File: config.mk
export PLATFORM = sky130hd
export DESIGN_NAME = pipeline_hazard_ctrl
export DESIGN_NICKNAME = d
export VERILOG_FILES = /design/src/rtl/pipeline_hazard_ctrl.sv
export SDC_FILE = /design/constraint.sdc
export NUM_CORES = 1
export LEC_CHECK = 0
export ABC_AREA = 1
export BUFFER_PORTS_ARGS = -buffer_cell sky130_fd_sc_hd__buf_2
export CAP_MARGIN = 20
export CELL_PAD_IN_SITES_DETAIL_PLACEMENT = 0
export CELL_PAD_IN_SITES_GLOBAL_PLACEMENT = 2
export CORE_MARGIN = 4
export CORE_UTILIZATION = 27
export CTS_BUF_LIST = sky130_fd_sc_hd__clkbuf_4
export DETAILED_ROUTE_END_ITERATION = 8
export PLACE_DENSITY = 0.89
export SYNTH_ARGS = -nofsm -noshare
export SYNTH_HDL_FRONTEND = slang
export SYNTH_SLANG_ARGS = --single-unit
File: constraint.sdc
create_clock -name clk -period 4.4 [get_ports clk]
set_clock_uncertainty 0.05 [all_clocks]
set_input_delay 0.44 -clock clk [delete_from_list [all_inputs] [get_ports clk]]
set_output_delay 0.44 -clock clk [all_outputs]
set_load 0.02 [all_outputs]
File: src/rtl/pipeline_hazard_ctrl.sv
// Hazard/stall sequencer for a 5-stage MIPS pipeline: enables, flushes, forwarding, memory freeze/halt.
// Optional build macro FORWARDING_EN enables EX-stage forwarding; without it RAW hazards stall instead.
module pipeline_hazard_ctrl #(
    parameter int REG_AW      = 5,
    parameter int MEM_TIMEOUT = 8,
    parameter int CNT_W       = 16
) (
    input  logic              clk,
    input  logic              reset,
    input  logic [REG_AW-1:0] id_rs,
    input  logic [REG_AW-1:0] id_rt,
    input  logic              id_uses_rt,
    input  logic              id_jump,
    input  logic [REG_AW-1:0] ex_rs,
    input  logic [REG_AW-1:0] ex_rt,
    input  logic [REG_AW-1:0] ex_rd,
    input  logic              ex_regwrite,
    input  logic              ex_memread,
    input  logic              ex_br_taken,
    input  logic [REG_AW-1:0] mem_rd,
    input  logic              mem_regwrite,
    input  logic [REG_AW-1:0] wb_rd,
    input  logic              wb_regwrite,
    input  logic              mem_req,
    input  logic              mem_ready,
    output logic              pc_we,
    output logic              ifid_we,
    output logic              idex_we,
    output logic              exmem_we,
    output logic              ifid_flush,
    output logic              idex_flush,
    output logic              memwb_flush,
    output logic [1:0]        fwd_a,
    output logic [1:0]        fwd_b,
    output logic [CNT_W-1:0]  stall_count,
    output logic              mem_err,
    output logic [1:0]        dbg_state
);

    typedef enum logic [1:0] {
        S_INIT     = 2'd0,
        S_RUN      = 2'd1,
        S_MEM_WAIT = 2'd2,
        S_HALT     = 2'd3
    } state_t;

    localparam int WAIT_W = $clog2(MEM_TIMEOUT + 1);

    state_t             state_q, state_d;
    logic [WAIT_W-1:0]  wait_q, wait_d, wait_inc;
    logic [CNT_W-1:0]   stall_q, stall_d;
    logic               mem_err_q, mem_err_d;

    logic freeze, stall_hazard;
    logic ex_src_hit, mem_src_hit;
    logic [1:0] fwd_a_raw, fwd_b_raw;

    // A write to $0 is discarded, so it can never feed a later reader.
    assign ex_src_hit  = (ex_rd != '0) && ((ex_rd == id_rs) || (id_uses_rt && (ex_rd == id_rt)));
    assign mem_src_hit = (mem_rd != '0) && ((mem_rd == id_rs) || (id_uses_rt && (mem_rd == id_rt)));

`ifdef FORWARDING_EN
    assign stall_hazard = ex_memread && ex_src_hit;

    always_comb begin
        fwd_a_raw = 2'b00;
        fwd_b_raw = 2'b00;
        if (mem_regwrite && (mem_rd != '0) && (mem_rd == ex_rs))
            fwd_a_raw = 2'b10;
        else if (wb_regwrite && (wb_rd != '0) && (wb_rd == ex_rs))
            fwd_a_raw = 2'b01;
        if (mem_regwrite && (mem_rd != '0) && (mem_rd == ex_rt))
            fwd_b_raw = 2'b10;
        else if (wb_regwrite && (wb_rd != '0) && (wb_rd == ex_rt))
            fwd_b_raw = 2'b01;
    end
`else
    // No bypass network: any pending EX/MEM write to an ID source must drain first.
    assign stall_hazard = ((ex_memread || ex_regwrite) && ex_src_hit) || (mem_regwrite && mem_src_hit);
    assign fwd_a_raw    = 2'b00;
    assign fwd_b_raw    = 2'b00;

    logic unused_fwd_inputs;
    assign unused_fwd_inputs = ^{ex_rs, ex_rt, wb_rd, wb_regwrite};
`endif

    assign freeze   = mem_req && !mem_ready;
    assign wait_inc = wait_q + 1'b1;

    always_comb begin
        state_d     = state_q;
        wait_d      = wait_q;
        stall_d     = stall_q;
        mem_err_d   = mem_err_q;
        pc_we       = 1'b0;
        ifid_we     = 1'b0;
        idex_we     = 1'b0;
        exmem_we    = 1'b0;
        ifid_flush  = 1'b0;
        idex_flush  = 1'b0;
        memwb_flush = 1'b0;
        fwd_a       = fwd_a_raw;
        fwd_b       = fwd_b_raw;

        case (state_q)
            S_INIT: begin
                ifid_we     = 1'b1;
                idex_we     = 1'b1;
                exmem_we    = 1'b1;
                ifid_flush  = 1'b1;
                idex_flush  = 1'b1;
                memwb_flush = 1'b1;
                state_d     = S_RUN;
            end
            S_RUN, S_MEM_WAIT: begin
                if (freeze) begin
                    memwb_flush = 1'b1;
                    wait_d      = wait_inc;
                    if (wait_inc == WAIT_W'(MEM_TIMEOUT)) begin
                        state_d   = S_HALT;
                        mem_err_d = 1'b1;
                    end else begin
                        state_d = S_MEM_WAIT;
                    end
                end else begin
                    state_d  = S_RUN;
                    wait_d   = '0;
                    pc_we    = 1'b1;
                    ifid_we  = 1'b1;
                    idex_we  = 1'b1;
                    exmem_we = 1'b1;
                    if (ex_br_taken) begin
                        ifid_flush = 1'b1;
                        idex_flush = 1'b1;
                    end else if (stall_hazard) begin
                        // IF/ID holds, so a stalled jump is simply seen again next cycle.
                        pc_we      = 1'b0;
                        ifid_we    = 1'b0;
                        idex_flush = 1'b1;
                    end else if (id_jump) begin
                        ifid_flush = 1'b1;
                    end
                end
                if (!pc_we && (stall_q != '1))
                    stall_d = stall_q + 1'b1;
            end
            default: ;
        endcase

        if (reset) begin
            pc_we       = 1'b0;
            ifid_we     = 1'b0;
            idex_we     = 1'b0;
            exmem_we    = 1'b0;
            ifid_flush  = 1'b0;
            idex_flush  = 1'b0;
            memwb_flush = 1'b0;
            fwd_a       = 2'b00;
            fwd_b       = 2'b00;
        end
    end

    always_ff @(posedge clk or posedge reset) begin
        if (reset) begin
            state_q   <= S_INIT;
            wait_q    <= '0;
            stall_q   <= '0;
            mem_err_q <= 1'b0;
        end else begin
            state_q   <= state_d;
            wait_q    <= wait_d;
            stall_q   <= stall_d;
            mem_err_q <= mem_err_d;
        end
    end

    assign stall_count = stall_q;
    assign mem_err     = mem_err_q;
    assign dbg_state   = state_q;

endmodule

==> run metrics, run 1 <==
run status finished clean; GP Congestion 0.854; crit share post-route 55.5%; netlist area before placement 0.00188 mm2; most used flip-flop cell after synthesis sky130_fd_sc_hd__dfrtp_1; Warnings, synthesis 0; Post-CTS Resized 0; number of vias in the routed layout 1898; remaining design rule violation count 0; cell row count 30; slowest CP cell sky130_fd_sc_hd__dfrtp_1; Worst Hold Slack 0.269 ns; Layout Area Growth over Synthesis 20.0%; fill cell instance count of the final layout 776; width of the chip 91.4 um; number of antenna violations at the first check in global routing 0; core outline area 0.00679 mm2; layout cells sized above 1 21.0%; clock-pin slew of the registers on the worst-case setup and hold paths 0.14 ns; routed wirelength normalized by instance count 10.7 um; dpl ws 2.21 ns; GR Overflow Total 0; leakage power 0.00132 uW; most frequent cells after synthesis 108 x sky130_fd_sc_hd__nand2_1, 37 x sky130_fd_sc_hd__inv_1, 28 x sky130_fd_sc_hd__nand3_1, 28 x sky130_fd_sc_hd__nor2_1, 23 x sky130_fd_sc_hd__dfrtp_1; Iteration-0 DRC Markers 48; number of buffer cells added on primary ports 55; placed wire-length estimate after detailed placement 3.83 mm; die outline area 0.00836 mm2; minimum clock period after layout 2.44 ns; slowest stage delay, CP 0.38 ns; clock net sink count 23; number of levels the H-tree was split into 1; pwr/cell area 168 mW/mm2; final setup margin 1.96 ns; number of hold violations in the final report 0; Arr. time, crit path 1.95 ns; required time of the critical path 3.91 ns; maximum clock rate 409 MHz; cell at the root of the clock tree sky130_fd_sc_hd__clkbuf_4; Reg area 576 um2; kind of path behind the tightest hold check in -> async; top-area cell type share of the netlist area 30.6%; most numerous cell in the Yosys netlist sky130_fd_sc_hd__nand2_1; wire length of the first global-routing pass 8.14 mm; number of ports placed on the die boundary 76; worst-skew pair later-pin latency 0.32 ns; Finish-stage setup viols 0; worst supply voltage drop on vdd 102 uV; largest cells by area after synthesis sky130_fd_sc_hd__dfrtp_1 31%, sky130_fd_sc_hd__nand2_1 22%, sky130_fd_sc_hd__nand3_1 7.5%, sky130_fd_sc_hd__inv_1 7.4%, sky130_fd_sc_hd__nor2_1 5.6%; critical path launch point type flip-flop; Multi-input gate area 0.00109 mm2; max-slew violation count 0; actual slew at the worst max-slew pin 0.928 ns; number of storage elements in the synthesis netlist 23; final routed wirelength across all metal layers 4.74 mm; Post-Syn Area per Cell 6.41 um2; Starting Density 27.7%; Sum Neg Setup Slack 0 ns; Overall Global Routing Usage 11.6%; max capacitance violation total 0; first-pass iteration count of the detailed router 4; number of buffers created by CTS 3; Antenna Nets Post-Route 0; mean number of vias per cell 4.28; number of global-route vias before repair 1832; number of hold-repair buffers added at the cts stage 0; Final Total Pwr 379 uW; vertical extent of the die 91.4 um; Gate Count Post-Synth 293; area leader, netlist sky130_fd_sc_hd__dfrtp_1; critical path cell sequence inv_1 > ha_1 > inv_1 > nor2_1 > nor2_1 > nor2_1 > o31ai_1 > inv_1 > buf_2; unrepaired setup endpoints after global routing false; nets@finish 398; Unique masters post-synth 30; Post-synth EDFFs 0; Post-Route Utilization 33.2%; sequential share of the synthesized area 30.6%; Worst Setup Path Type reg -> out; maximum buffer depth of the clock tree 2; maximum number of pins on one net before global-route repair 24; CTS tree built; Synth async-reset ratio 100%; largest driver fanout on the critical path 7; nature of the critical path endpoint output pin; max-slew headroom at the worst pin 38.0%; number of diodes added for antenna fixing 0; number of setup buffers added after CTS 0
[critical path, delay by kind of cell, from the launching register on]
kind | cells | cell delay (ns)
flops | 1 | 0.38
simple gates | 3 | 0.45
buf+inv | 4 | 0.40
fa+ha+maj | 1 | 0.30
compound gates | 1 | 0.10
[path summary, 6_finish.rpt]
path / start / to / slack [ns] / cells after the start
max: dbg_state[0]$_DFFE_PP0N_ / idex_flush / 1.96 / 9
min: reset / stall_count[7]$_DFFE_PP0P_ / 0.27 / 2
max reg2reg: stall_count[0]$_DFFE_PP0P_ / stall_count[15]$_DFFE_PP0P_ / 2.31 / 9
min reg2reg: mem_err$_DFFE_PP0P_ / mem_err$_DFFE_PP0P_ / 0.44 / 1
max in group asynchronous: reset / wait_q[3]$_DFFE_PP0P_ / 3.46 / 2
min in group clk: mem_err$_DFFE_PP0P_ / mem_err$_DFFE_PP0P_ / 0.44 / 1
[per-stage QoR]
step / instance area, um2 / instances
floorplan: 1890 / 296
global placement: 2230 / 439
detailed placement: 2230 / 439
CTS: 2250 / 443
global route: 2250 / 443
finish: 2250 / 443
[final cells by class]
cell class                      instances  area share [%]
Inverter                               44            7.33
Sequential cell                        23            25.5
Timing Repair Buffer                   55            12.2
Multi-Input combinational cell        221            48.4
Tap cell                               96            5.33
Clock inverter                          1           0.222
Clock buffer                            3           0.999
[kinds of logic (layout without fill, tap and decap cells)]
group / Yosys count / count (layout) / synth area share [%]
AND/OR/NAND/NOR: 184 / 184 / 41.9
buffers and inverters: 52 / 103 / 11.9
flip-flops: 23 / 23 / 30.6
XOR/XNOR: 17 / 17 / 7.92
AO/OA/AOI/OAI: 12 / 12 / 4.73
adder cells (fa/ha/maj): 4 / 4 / 2.66
other: 1 / 4 / 0.200
[registers in the layout, summed over array words and instances, names as in the netlist]
register / cells
dbg_state: 2
mem_err: 1
stall_count: 16
wait_q: 4
[where the power goes]
part / internal (uW) / leakage [uW] / total, uW / switching (uW)
Sequential: 212 / 0.000298 / 213 / 0.550
Combinational: 23.2 / 0.000999 / 64.4 / 41.3
Clock: 34.0 / 0.0000177 / 102 / 68.1
[layer usage]
| layer | up-vias | wire length (um) | GRT usage, % |
|---|---|---|---|
| met5 | - | 0 | 0 |
| met4 | 0 | 53 | 3.02 |
| met3 | 5 | 261 | 2.24 |
| met2 | 39 | 2180 | 19.4 |
| met1 | 847 | 2250 | 15.1 |
| li1 | 1007 | - | - |
[layout by cell type (no fill, tap or decap), types with 3 or more instances in the layout]
master	instances
sky130_fd_sc_hd__nor2_1	28
sky130_fd_sc_hd__inv_2	7
sky130_fd_sc_hd__xnor2_1	7
sky130_fd_sc_hd__clkbuf_4	3
sky130_fd_sc_hd__o21ai_0	4
sky130_fd_sc_hd__nand3_1	28
sky130_fd_sc_hd__nor3_1	10
sky130_fd_sc_hd__inv_1	37
sky130_fd_sc_hd__dfrtp_1	23
sky130_fd_sc_hd__buf_2	55
sky130_fd_sc_hd__nand2_1	108
sky130_fd_sc_hd__xor2_1	10
sky130_fd_sc_hd__conb_1	4
sky130_fd_sc_hd__ha_1	4
Power figures use the tool's default switching activity.
==> run 2, diff against run 1 <==
--- a/config.mk
+++ b/config.mk
@@ -11,10 +11,10 @@
 export CELL_PAD_IN_SITES_DETAIL_PLACEMENT = 0
 export CELL_PAD_IN_SITES_GLOBAL_PLACEMENT = 2
 export CORE_MARGIN = 4
-export CORE_UTILIZATION = 27
+export CORE_UTILIZATION = 23
 export CTS_BUF_LIST = sky130_fd_sc_hd__clkbuf_4
 export DETAILED_ROUTE_END_ITERATION = 8
-export PLACE_DENSITY = 0.89
+export PLACE_DENSITY = 0.81
 export SYNTH_ARGS = -nofsm -noshare
 export SYNTH_HDL_FRONTEND = slang
 export SYNTH_SLANG_ARGS = --single-unit
==> constraint.sdc (replaced) <==
create_clock -name clk -period 2 [get_ports clk]
set_clock_uncertainty 0.05 [all_clocks]
set_input_delay 0.2 -clock clk [delete_from_list [all_inputs] [get_ports clk]]
set_output_delay 0.2 -clock clk [all_outputs]
set_load 0.02 [all_outputs]
==> run metrics, run 2 (synthesis results as in run 1) <==
run status finished clean; placed wire-length estimate after detailed placement 4.18 mm; remaining design rule violation count 0; layout cells sized above 1 27.2%; clock power share 27.8%; Largest register FFs 16; number of buffers created by CTS 3; post-placement cell count 457; CTS tree built; routed wirelength normalized by instance count 10.9 um; leakage power 0.00140 uW; number of levels the H-tree was split into 1; number of buffer cells added on primary ports 55; Finish-stage setup viols 0; final routed wirelength across all metal layers 5.07 mm; Layout Area Growth over Synthesis 30.2%; first-pass iteration count of the detailed router 4; Switching Share 28.2%; Overall Global Routing Usage 10.5%; number of hold violations in the final report 0; commonest cells after routing, fill and taps aside 108 x sky130_fd_sc_hd__nand2_1, 52 x sky130_fd_sc_hd__buf_2, 35 x sky130_fd_sc_hd__inv_1; max-slew violation count 0; worst supply voltage drop on vdd 169 uV; width of the chip 98.4 um; clock-pin slew of the registers on the worst-case setup and hold paths 0.13 ns; cell row count 32; post-route cell area 0.00245 mm2; pwr/cell area 349 mW/mm2; worst-skew pair later-pin latency 0.31 ns; unrepaired setup endpoints after global routing true; clock net sink count 23; Sum Neg Setup Slack 0 ns; commonest non-fill, non-tap cell in the layout sky130_fd_sc_hd__nand2_1; minimum clock period after layout 1.90 ns; number of antenna violations at the first check in global routing 0; Antenna Nets Post-Route 0; critical path launch point type flip-flop; Worst Setup Path Type reg -> out; number of global-route vias before repair 1868; maximum clock rate 527 MHz; crit share post-route 94.9%; number of cells in the finished layout apart from fillers 466; Iteration-0 DRC Markers 75; Final Total Pwr 855 uW; wire length of the first global-routing pass 8.58 mm; Starting Density 23.9%; largest driver fanout on the critical path 6; mean number of vias per cell 4.18; register share of total power 54.8%; nets@finish 415; core outline area 0.00785 mm2; GP Congestion 0.787; cell at the root of the clock tree sky130_fd_sc_hd__clkbuf_4; die outline area 0.00968 mm2; number of diodes added for antenna fixing 0; Logic pwr share 17.4%; number of vias in the routed layout 1949; internal power summed over all cells 614 uW; number of ports placed on the die boundary 76; post-place instance area 0.00233 mm2; max capacitance violation total 0; nature of the critical path endpoint output pin; Post-Route Utilization 31.2%; required time of the critical path 1.75 ns; vertical extent of the die 98.4 um; maximum buffer depth of the clock tree 2; GR Overflow Total 0; Arr. time, crit path 1.65 ns; maximum number of pins on one net before global-route repair 24; kind of path behind the tightest hold check in -> reg; reported net switching power 241 uW
## run 2: cell count changes in the layout (fill, tap and decap cells not counted), moves of 2 or more
cell	delta
sky130_fd_sc_hd__buf_4	+18
sky130_fd_sc_hd__nor2_1	-5
sky130_fd_sc_hd__buf_2	-3
sky130_fd_sc_hd__nor2_2	+3
sky130_fd_sc_hd__ha_1	-2
sky130_fd_sc_hd__inv_1	-2
sky130_fd_sc_hd__inv_2	+2
sky130_fd_sc_hd__nor2_4	+2
## run 2: layer usage
metal	vias up	track usage [%]	wire length, um
li1	1042	-	-
met1	876	14.2	2450
met2	27	17.8	2400
met3	4	1.50	174
met4	0	2.21	40
met5	-	0	0
## run 2: critical path, cell delays in order (launching register included)
cell,delay [ns]
sky130_fd_sc_hd__dfrtp_1,0.38
sky130_fd_sc_hd__inv_1,0.07
sky130_fd_sc_hd__ha_4,0.27
sky130_fd_sc_hd__inv_2,0.05
sky130_fd_sc_hd__buf_6,0.13
sky130_fd_sc_hd__nor2_4,0.11
sky130_fd_sc_hd__inv_1,0.07
sky130_fd_sc_hd__a21oi_2,0.11
sky130_fd_sc_hd__buf_4,0.15
## run 2: timing repair
| action | CTS | global route |
|---|---|---|
| resized for setup | 6 | 9 |
| hold buffers | 1 | 0 |
| pin swaps | 2 | 2 |
| setup endpoints to repair | 6 | 6 |
| hold endpoints to repair | 23 | 0 |
| setup buffers | 2 | 2 |
## run 2: stage by stage
stage / worst slack, ns / hold slack (ns)
final: 0.101 / 0.262
after global routing: -0.0122 / 0.285
after CTS: -0.00612 / 0.214
after detailed placement: 0.235 / 0.244
after global placement: 0.239 / 0.238
after floorplan: 0.0738 / 0.152
## run 2: final cells by class
cell class	count	area [um2]
clock buffer	4	30.0
fill	912	5400
inverter	44	165
multi-input combinational	221	1130
sequential	23	576
tap	102	128
timing repair buffer	72	417
## run 2: power groups by stage
stage	registers [uW]	logic, uW	clock network [uW]
3_3_place_gp	477	148	0
4_1_cts	469	152	255
2_1_floorplan	478	89.0	0
6_report	469	149	238
3_5_place_dp	477	149	0
5_1_grt	469	173	264
## run 2: final timing paths
kind,endpoint,slack (ns),start,cells past startpoint
hold / removal,wait_q[2]$_DFFE_PP0P_,0.26,mem_ready,5
min in group asynchronous,dbg_state[1]$_DFFE_PP0N_,0.44,reset,4
setup / recovery,memwb_flush,0.10,dbg_state[1]$_DFFE_PP0N_,8
max in group asynchronous,stall_count[12]$_DFFE_PP0P_,1.22,reset,4
setup reg to reg,stall_count[5]$_DFFE_PP0P_,0.26,stall_count[1]$_DFFE_PP0P_,9
hold reg to reg,mem_err$_DFFE_PP0P_,0.47,mem_err$_DFFE_PP0P_,1
==> run 3, diff against run 2 <==
--- a/config.mk
+++ b/config.mk
@@ -11,10 +11,10 @@
 export CELL_PAD_IN_SITES_DETAIL_PLACEMENT = 0
 export CELL_PAD_IN_SITES_GLOBAL_PLACEMENT = 2
 export CORE_MARGIN = 4
-export CORE_UTILIZATION = 23
-export CTS_BUF_LIST = sky130_fd_sc_hd__clkbuf_4
+export CORE_UTILIZATION = 22
+export CTS_CLUSTER_SIZE = 10
 export DETAILED_ROUTE_END_ITERATION = 8
-export PLACE_DENSITY = 0.81
+export PLACE_DENSITY = 0.78
 export SYNTH_ARGS = -nofsm -noshare
 export SYNTH_HDL_FRONTEND = slang
 export SYNTH_SLANG_ARGS = --single-unit
==> run metrics, run 3 (synthesis results as in run 1) <==
run status finished clean; critical path launch point type flip-flop; critical path cell sequence inv_1 > ha_4 > inv_2 > nor2_1 > inv_2 > a21oi_1 > buf_2; vertical extent of the die 100 um; layout cells sized above 1 26.4%; Arr. time, crit path 1.60 ns; required time of the critical path 1.75 ns; final routed wirelength across all metal layers 5.24 mm; CTS tree built; worst-skew pair later-pin latency 0.27 ns; Worst Hold Slack 0.256 ns; crit share post-route 92.7%; kind of path behind the tightest hold check in -> reg; pwr/cell area 373 mW/mm2; leakage power 0.00140 uW; placed wire-length estimate after detailed placement 4.29 mm; post-route cell area 0.00246 mm2; maximum clock rate 539 MHz; fill cell instance count of the final layout 952; die outline area 0.0101 mm2; number of buffer cells added on primary ports 55; max-slew violation count 0; core outline area 0.00826 mm2; slowest CP cell sky130_fd_sc_hd__dfrtp_1; remaining design rule violation count 0; commonest cells after routing, fill and taps aside 108 x sky130_fd_sc_hd__nand2_1, 54 x sky130_fd_sc_hd__buf_2, 35 x sky130_fd_sc_hd__inv_1; width of the chip 100 um; clock net sink count 23; Layout Area Growth over Synthesis 30.8%; maximum buffer depth of the clock tree 2; worst supply voltage drop on vdd 229 uV; number of levels the H-tree was split into 1; minimum clock period after layout 1.85 ns; wire length of the first global-routing pass 8.54 mm; number of ports placed on the die boundary 76; number of global-route vias before repair 1835; maximum number of pins on one net before global-route repair 24; worst path bufs/invs 4; Finish-stage setup viols 0; Reg area 576 um2; Iteration-0 DRC Markers 34; commonest non-fill, non-tap cell in the layout sky130_fd_sc_hd__nand2_1; number of diodes added for antenna fixing 0; Worst Setup Path Type reg -> out; clock-pin slew of the registers on the worst-case setup and hold paths 0.08 ns; nature of the critical path endpoint output pin; number of buffers created by CTS 3; cell row count 33; largest driver fanout on the critical path 6; mean number of vias per cell 4.20; Starting Density 22.8%; cell at the root of the clock tree sky130_fd_sc_hd__clkbuf_8; GP Congestion 0.807; first-pass iteration count of the detailed router 4; number of vias in the routed layout 1970; post-place instance area 0.00235 mm2; slowest stage delay, CP 0.37 ns; GR Overflow Total 0; number of antenna violations at the first check in global routing 0; Largest register FFs 16; nets@finish 415; Antenna Nets Post-Route 0; Sum Neg Setup Slack 0 ns; Multi-input gate area 0.00112 mm2; number of hold violations in the final report 0; max capacitance violation total 0; family of cells with the greatest summed delay on the critical path buffers and inverters; routed wirelength normalized by instance count 11.2 um; cell mode on critical path sky130_fd_sc_hd__inv_2; unrepaired setup endpoints after global routing false; Overall Global Routing Usage 10.4%
==> run 3: cell counts in the layout (fill, tap and decap cells not counted) <==
No cell type changed its count.
==> run 3: worst register-to-register path: cells and delay by family, from the launching register on <==
| family | cells | cell delay, ns |
|---|---|---|
| AOI/OAI and AO/OA | 1 | 0.12 |
| adders and majority gates | 1 | 0.24 |
| buffers and inverters | 1 | 0.20 |
| and+or+nand+nor | 6 | 0.63 |
| DFF | 1 | 0.36 |
==> run 3: what timing repair did <==
action	4_1_cts	5_1_grt
pin swaps	0	2
hold buffers	1	0
endpoints found under the setup margin	2	6
gates resized for setup	1	8
setup buffers	1	2
hold endpoints to repair	23	0
==> run 3: power breakdown <==
part	internal [uW]	switching (uW)
clock	142	158
sequential	467	1.40
combinational	55.6	93.7
==> run 3: per-stage QoR <==
stage / total power (uW) / worst slack, ns / instances / util [%]
floorplan: 567 / 0.0738 / 296 / -
detailed placement: 627 / 0.260 / 461 / 28.5
CTS: 935 / 0.00297 / 467 / 29.3
finish: 917 / 0.146 / 469 / 29.8
global placement: 627 / 0.281 / 461 / 28.5
global route: 969 / 0.0128 / 469 / 29.8
==> run 3: cell type report <==
cell class	instances	share of cell area (%)
clock buffer	4	1.83
inverter	44	6.72
multi-input combinational	221	45.6
sequential	23	23.4
tap	105	5.34
timing repair buffer	72	17.1
==> run 3: path summary, 6_finish.rpt <==
path	startpoint	endpoint	slack [ns]	cells past startpoint
min	mem_ready	wait_q[2]$_DFFE_PP0P_	0.26	4
min in group asynchronous	reset	mem_err$_DFFE_PP0P_	0.50	4
max in group asynchronous	reset	stall_count[12]$_DFFE_PP0P_	1.17	4
max reg2reg	stall_count[0]$_DFFE_PP0P_	stall_count[13]$_DFFE_PP0P_	0.30	9
min reg2reg	mem_err$_DFFE_PP0P_	mem_err$_DFFE_PP0P_	0.44	1
max	dbg_state[0]$_DFFE_PP0N_	memwb_flush	0.15	7
==> run 3: layer usage <==
metal | vias to the layer above | GRT usage [%] | part of all wire (%)
met2 | 33 | 18.0 | 49
li1 | 1038 | - | -
met1 | 897 | 13.7 | 47
met3 | 2 | 1.32 | 3.5
met4 | 0 | 2.80 | 0.73
met5 | - | 0 | 0
